### src/rtl/exec_sequencer.sv
// Instruction execution sequencer: injects one received instruction into a
// processor running on a gated divided clock, then triggers a regfile dump.
module exec_sequencer #(
  parameter int unsigned EXEC_CYCLES   = 10,
  parameter int unsigned INJECT_CYCLES = 2,
  parameter logic [31:0] NOOP          = 32'h13000000
) (
  input  logic        clk12,
  input  logic        rstn,
  input  logic        instruction_rcv,
  input  logic [31:0] instruction_in,
  input  logic        tx_ready,
  output logic        clk_proc,
  output logic [31:0] inst_out,
  output logic        send_regfile,
  output logic        busy,
  output logic        pending,
  output logic [7:0]  drop_cnt
);

  typedef enum logic [1:0] {
    ST_IDLE  = 2'd0,
    ST_EXEC  = 2'd1,
    ST_SEND  = 2'd2,
    ST_DRAIN = 2'd3
  } state_t;

  localparam logic [7:0] EXEC_LAST  = 8'(EXEC_CYCLES - 1);
  localparam logic [7:0] INJECT_LIM = 8'(INJECT_CYCLES);

  state_t      state_q, state_d;
  logic [7:0]  cnt_q, cnt_d;
  logic        clk6_q, clk6_d;
  logic [31:0] active_q, active_d;
  logic [31:0] buf_q, buf_d;
  logic        pending_q, pending_d;
  logic [7:0]  drop_q, drop_d;

  // State and datapath registers
  always_ff @(posedge clk12 or negedge rstn) begin
    if (!rstn) begin
      state_q   <= ST_IDLE;
      cnt_q     <= 8'd0;
      clk6_q    <= 1'b0;
      active_q  <= NOOP;
      buf_q     <= NOOP;
      pending_q <= 1'b0;
      drop_q    <= 8'd0;
    end else begin
      state_q   <= state_d;
      cnt_q     <= cnt_d;
      clk6_q    <= clk6_d;
      active_q  <= active_d;
      buf_q     <= buf_d;
      pending_q <= pending_d;
      drop_q    <= drop_d;
    end
  end

  // Next-state, counter and holding-buffer logic
  always_comb begin
    state_d   = state_q;
    cnt_d     = cnt_q;
    clk6_d    = ~clk6_q;
    active_d  = active_q;
    buf_d     = buf_q;
    pending_d = pending_q;
    drop_d    = drop_q;

    case (state_q)
      ST_IDLE: begin
        // The buffered word has priority; a simultaneous strobe refills the buffer.
        if (pending_q) begin
          active_d = buf_q;
          cnt_d    = 8'd0;
          state_d  = ST_EXEC;
          if (instruction_rcv) begin
            buf_d = instruction_in;
          end else begin
            pending_d = 1'b0;
          end
        end else if (instruction_rcv) begin
          active_d = instruction_in;
          cnt_d    = 8'd0;
          state_d  = ST_EXEC;
        end else begin
          cnt_d = 8'd0;
        end
      end
      ST_EXEC: begin
        if (cnt_q == EXEC_LAST) begin
          cnt_d   = 8'd0;
          state_d = ST_SEND;
        end else begin
          cnt_d = cnt_q + 8'd1;
        end
      end
      ST_SEND: begin
        cnt_d   = 8'd0;
        state_d = ST_DRAIN;
      end
      ST_DRAIN: begin
        // cnt_q marks that the mandatory second drain cycle has been reached
        if ((cnt_q != 8'd0) && tx_ready) begin
          cnt_d   = 8'd0;
          state_d = ST_IDLE;
        end else begin
          cnt_d = 8'd1;
        end
      end
      default: begin
        cnt_d   = 8'd0;
        state_d = ST_IDLE;
      end
    endcase

    if ((state_q != ST_IDLE) && instruction_rcv) begin
      if (!pending_q) begin
        buf_d     = instruction_in;
        pending_d = 1'b1;
      end else if (drop_q != 8'd255) begin
        drop_d = drop_q + 8'd1;
      end else begin
        drop_d = drop_q;
      end
    end else begin
      drop_d = drop_q;
    end
  end

  // Outputs decode only registered state, so reset forces them immediately
  assign clk_proc     = (state_q == ST_EXEC) ? clk6_q : 1'b1;
  assign inst_out     = ((state_q == ST_EXEC) && (cnt_q < INJECT_LIM)) ? active_q : NOOP;
  assign send_regfile = (state_q == ST_SEND);
  assign busy         = (state_q != ST_IDLE);
  assign pending      = pending_q;
  assign drop_cnt     = drop_q;

endmodule

### config.mk
export PLATFORM = sky130hd
export DESIGN_NAME = exec_sequencer
export DESIGN_NICKNAME = d
export VERILOG_FILES = /design/src/rtl/exec_sequencer.sv
export SDC_FILE = /design/constraint.sdc
export NUM_CORES = 1
export LEC_CHECK = 0
export CAP_MARGIN = 30
export CORE_MARGIN = 3
export CORE_UTILIZATION = 55
export CTS_BUF_LIST = sky130_fd_sc_hd__clkbuf_8
export CTS_CLUSTER_SIZE = 10
export DETAILED_ROUTE_END_ITERATION = 10
export GPL_ROUTABILITY_DRIVEN = 0
export PLACE_DENSITY_LB_ADDON = 0.2
export SYNTH_ARGS = -nofsm -noshare
export SYNTH_HDL_FRONTEND = slang
export SYNTH_SLANG_ARGS = --single-unit
### constraint.sdc
create_clock -name clk12 -period 3.9 [get_ports clk12]
set_input_delay 0.78 -clock clk12 [delete_from_list [all_inputs] [get_ports clk12]]
set_output_delay 0.78 -clock clk12 [all_outputs]
set_load 0.01 [all_outputs]
==> Word-level counts from Yosys, hierarchy flattened <==
Cells that the tools add are included.
{ "totals": {"reg_bits": 84, "latch_bits": 0, "mem_bits_rw": 0, "romBits": 0, "input_bits": 36, "output_inout_bits": 44, "mem_count": 0} }
{ "classes": {"n_addsub": 2, "multipliers": 0, "div_mod_pow": 0, "magnitude_cmp": 1, "eq_ne": 8, "shifts": 0, "mux": 22, "bitwise": 1, "reduce_logical": 11} }
{ "ops": {"columns": ["cell", "n"], "rows": [
  ["$mux W32", 8],
  ["$pmux W8 S3", 1],
  ["$add A8 B1 Y8 const B", 2],
  ["$eq A8 B4 Y1 const B", 1],
  ["$lt A8 B2 Y1 const B", 1],
  ["$mux W2", 4],
  ["$mux W8", 1],
  ["$ne A8 B8 Y1 const B", 1],
  ["$pmux W2 S4", 1],
  ["$reduce_bool A8 Y1", 1],
  ["$mux W1", 7],
  ["$reduce_and A3 Y1", 2],
  ["$eq A2 B2 Y1 const B", 2],
  ["$ne A2 B2 Y1 const B", 2],
  ["$reduce_bool A2 Y1", 2],
  ["$logic_and A1 B1 Y1", 3],
  ["$ne A3 B3 Y1 const B", 1],
  ["$eq A2 B1 Y1 const B", 1],
  ["$logic_not A2 Y1", 1],
  ["$reduce_and A2 Y1", 1],
  ["$reduce_or A2 Y1", 1],
  ["$not A1 Y1", 1]
]} }

==> Depth between registers and ports, before layout <==
{ "logic_depth": {"depth_word": 5, "depth_mapped": 8, "depth_no_buf": 6} }

==> Worst setup path after synthesis <==
No wires, ideal clock.
{ "synth_path": {"path_kind": "reg2out", "startpoint": "register cnt_q[5]", "endpoint": "output port inst_out[0]", "t_arrival_ns": 1.442, "setup_slack_ns": 1.678, "stages_incl_launch_ff": 6, "n_path_buf": 1, "cell_sequence": "dfrtp_1 -> nor3_4 -> nand3_1 -> nor3b_2 -> clkbuf_1 -> and2_1"} }
{ "synth_via": {"elab_chain_cells": 3} }
{ "synth_rtl": {"columns": ["item", "line_no", "text"], "rows": [
  ["from (decl)", "32", "logic [7:0] cnt_q, cnt_d;"],
  ["from (signal assigned)", "51", "cnt_q <= cnt_d;"],
  ["$lt A8 B2 Y1", "133", "assign inst_out = ((state_q == ST_EXEC) && (cnt_q < INJECT_LIM)) ? active_q : NOOP;"],
  ["$logic_and A1 B1 Y1", "133", null],
  ["$mux W32", "133", null],
  ["to (decl)", "14", "output logic [31:0] inst_out,"]
]} }
No other way between the ends.

==> Final worst setup path <==
{ "layout_path": {"startpoint": "register cnt_q[5]", "endpoint": "output port inst_out[17]"} }
Same word-level chain as after synthesis.

==> impl_summary.log <==
[metrics] switching share of power: 34.9%
[metrics] number of rows in the core area: 30
[metrics] proportion of power drawn by combinational gates: between 40 and 50%
[metrics] number of buffers between clock root and the deepest sink: 2
[metrics] cell area after layout: 0.00505 mm2
[metrics] outcome: finished clean
[metrics] first-pass GRT wire length: 13.2 mm
[metrics] path class of the lowest-slack min-delay path: in -> async
[metrics] routing usage on met1: 26.1%
[metrics] insertion delay of the later-clocked pin in the worst-skew pair: 350 ps
[metrics] maximum net fanout on the critical path: 16
[metrics] normalized max-slew margin: 46.3%
[metrics] share of the synthesized area in compound gates (AO/OA/AOI/OAI): between 6 and 7%
[metrics] number of antenna violations at the first check in global routing: 0
[metrics] number of remaining DRC errors: 0
[metrics] total track usage: 20.1%
[metrics] Reg2Reg Capture Point: drop_cnt[5]$_DFFE_PN0P_
[metrics] hold buffer count at cts: 0
[metrics] Min Clock Period, post-route: ~3200 ps
[metrics] proportion of power drawn by the clock network: between 10% and 20%
[metrics] number of distinct library cell variants in the gate-level netlist after synthesis: 40
[metrics] post-synthesis area per instance: around 11 um2
[metrics] post-synthesis cell area: 0.00394 mm2
[metrics] n_diodes: 0
[metrics] share of the yosys chip area belonging to registers: 53.5%
[metrics] RSZ-0062 raised after global routing: false
[metrics] Post-Route Skew: roughly 13 ps
[metrics] switching component of the power: between 1000 and 1500 uW
[metrics] Placeable Area: 0.00687 mm2
[metrics] setup bufs post-CTS: 0
[metrics] DIE AREA: 0.00822 mm2
[metrics] final global-route overflow total: 0
[metrics] number of register bits inferred by synthesis: between 80 and 90
[metrics] fin worst setup slack: ~700 ps
[metrics] highest-count cells in the layout ignoring fill and taps: 78 x sky130_fd_sc_hd__clkdlybuf4s50_1, 77 x sky130_fd_sc_hd__dfrtp_1, 39 x sky130_fd_sc_hd__nand2_1
[metrics] crit start category: flop
[metrics] count of max-cap constraint violations: 0
[metrics] reg-to-reg critical path startpoint: pending$_DFF_PN0_
[metrics] most frequent standard cell in the layout excluding fill and tap cells: sky130_fd_sc_hd__clkdlybuf4s50_1
[metrics] WL per Instance: 14.9 um
[metrics] met2 Usage GRT: between 30% and 40%
[metrics] Die Width: between 90 and 100 um
[metrics] xor and xnor area share after synthesis: 1.78%
[metrics] final wirelength: a little under 8 mm
[metrics] share of flip-flops with an asynchronous set or reset: 100%
[metrics] TritonCTS buffer count: 9
[metrics] logic depth of the worst register-to-register path: 5
[metrics] layout overhead on the synthesized area: 28.1%
[metrics] top_reg_cell synth: sky130_fd_sc_hd__dfrtp_1
[metrics] final net count: 467
[metrics] largest net degree at the start of global routing: between 60 and 70
[metrics] root buffer selected by CTS: sky130_fd_sc_hd__clkbuf_8
[metrics] via-per-instance ratio: 5.23
[metrics] Port Buffers: just under 80
[metrics] CTS tree: yes
[metrics] share of synthesized area spent on multiplexers: 18.4%
[metrics] Setup Slack @ Placement: 1050 ps
[metrics] fraction of the mapped netlist area in simple logic gates: 13.9%
[metrics] count of warnings emitted by yosys: 0
[metrics] power density over the cells: 776 mW/mm2
[metrics] antenna violation net count after detailed routing: 0
[metrics] combinational family with the most area after synthesis: multiplexers
[metrics] H-tree levels: 3
[metrics] CTS sink cnt: between 80 and 90
[metrics] number of failing setup endpoints in the final timing report: 0
[metrics] data arrival time of the critical path: 2420 ps
[metrics] slew at the pin with the worst max-slew slack: 804 ps
[metrics] detailed-placement wirelength estimate: 5.44 mm
[metrics] Leak: 0.00233 uW
[metrics] Die Y: 90.7 um
[metrics] Total Neg Setup Slack: 0 ps
[metrics] Post-Synthesis Cells: 345
[metrics] Initial Utilization: between 50% and 60%
[metrics] clock edge transition at the registers on the reported setup and hold paths: 90 ps
[metrics] total nets after synthesis: 390
[metrics] first-pass iteration count of the detailed router: 4
[metrics] fill cell instance count of the final layout: ~510
[metrics] met3 layer usage reported by global route: 5.17%
[metrics] Period Utilization, post-route: 82.0%
[metrics] number of ports placed on the die boundary: 80
[metrics] placed cell areas: 0.00485 mm2
[metrics] worst-case register-to-register setup slack: 1560 ps
[metrics] number of enable flip-flop cells after synthesis: 0
[metrics] count of pins over their slew limit: 0
[metrics] post-CTS sizing: 0
[metrics] Worst Setup Path Type: reg -> out
[metrics] fraction of layout cells with a size suffix above 1: roughly 16%
[metrics] total number of vias: 2,734
[metrics] highest clock frequency the design can meet: 313 MHz
[metrics] synthesized-area fraction occupied by adder cells: 2.86%
[metrics] capturing element type of the critical path: output port
[metrics] Sequential Power Share: roughly two fifths
[metrics] count of final hold-check violations: 0
[metrics] vias in the first global route: 2,838
[metrics] cell-internal power: 2550 uW
[metrics] final cell utilization of the core: 73.6%
[metrics] most congested layer reported by global routing: met2
[metrics] critical path data required time: ~3100 ps
[metrics] DR iter-0 viols: 83
[metrics] VDD IR max: 0.378 mV
## cells in the mapped netlist, types with 2 or more instances
cell	count	area share [%]
sky130_fd_sc_hd__a31oi_1	2	0.32
sky130_fd_sc_hd__xor2_1	4	0.89
sky130_fd_sc_hd__clkbuf_1	13	1.2
sky130_fd_sc_hd__dfstp_2	6	4.0
sky130_fd_sc_hd__buf_2	3	0.38
sky130_fd_sc_hd__o21ai_0	33	4.2
sky130_fd_sc_hd__ha_1	9	2.9
sky130_fd_sc_hd__dfrtp_1	78	49
sky130_fd_sc_hd__and3_1	4	0.63
sky130_fd_sc_hd__xnor2_1	4	0.89
sky130_fd_sc_hd__nand3_1	11	1.4
sky130_fd_sc_hd__inv_1	8	0.76
sky130_fd_sc_hd__nand2_1	39	3.7
sky130_fd_sc_hd__mux2i_1	32	8.1
sky130_fd_sc_hd__and2_1	30	4.8
sky130_fd_sc_hd__nand2b_1	4	0.63
sky130_fd_sc_hd__mux2_2	35	10
sky130_fd_sc_hd__nor2_1	8	0.76
## cell families (layout without fill, tap and decap cells)
kind of cell | after synthesis | in the layout
xor+xnor | 8 | 8
flops | 84 | 84
fa+ha+maj | 9 | 9
simple gates | 104 | 104
buf+inv | 27 | 109
compound gates | 45 | 45
mux | 68 | 68
## worst max-delay path, cell delays in order (launching register included)
cell                              delay (ps)
sky130_fd_sc_hd__dfrtp_1                 440
sky130_fd_sc_hd__nor3_4                  240
sky130_fd_sc_hd__nand3_1                 150
sky130_fd_sc_hd__nor3b_4                 290
sky130_fd_sc_hd__buf_4                   250
sky130_fd_sc_hd__and2_1                  160
sky130_fd_sc_hd__clkdlybuf4s50_1         540
## area by class of cell
type / instances / area [um2] / share of cell area (%)
flip-flops and latches: 84 / 2110 / 41.8
multi-input cells: 234 / 1730 / 34.2
inverters: 8 / 30.0 / 0.594
well taps: 96 / 120 / 2.38
clock inverters: 6 / 65.1 / 1.29
repair buffers: 85 / 858 / 17.0
clock buffers: 10 / 138 / 2.72
## per-layer routing
layer / part of all wire (%) / routed length (um)
met2: 49 / 3840
met5: 0 / 0
met1: 45 / 3540
met4: 1.2 / 94
met3: 4.3 / 335
## how the worst max path moves through the flow
stage / from / end / cells past startpoint
after CTS: cnt_q[5]$_DFF_PN0_ / inst_out[20] / 6
final: cnt_q[5]$_DFF_PN0_ / inst_out[17] / 6
after detailed placement: cnt_q[5]$_DFF_PN0_ / inst_out[23] / 6
after global routing: cnt_q[2]$_DFF_PN0_ / inst_out[17] / 6
after global placement: cnt_q[5]$_DFF_PN0_ / inst_out[11] / 6
after floorplan: cnt_q[5]$_DFF_PN0_ / inst_out[0] / 5
## stage by stage
step / std cells / hold slack, ps / total power, uW
after floorplan: 345 / 383 / 2650
after global placement: 506 / 394 / 3250
after detailed placement: 507 / 396 / 3340
after CTS: 523 / 407 / 3960
after global routing: 523 / 413 / 4220
final: 523 / 391 / 3920
## registers in the layout (all words and copies together) (netlist names)
signal	cells
drop_cnt	8
active_q	32
cnt_q	8
pending	1
state_q	2
buf_q	32
clk6_q	1
## power by group through the flow
stage | Clock, uW | Combinational [uW] | Sequential (uW)
final | 622 | 1730 | 1570
after detailed placement | 0 | 1760 | 1590
after global placement | 0 | 1680 | 1570
after CTS | 631 | 1760 | 1570
after global routing | 675 | 1930 | 1620
after floorplan | 0 | 1170 | 1490
Note: power is estimated with default switching activity, not from simulation.
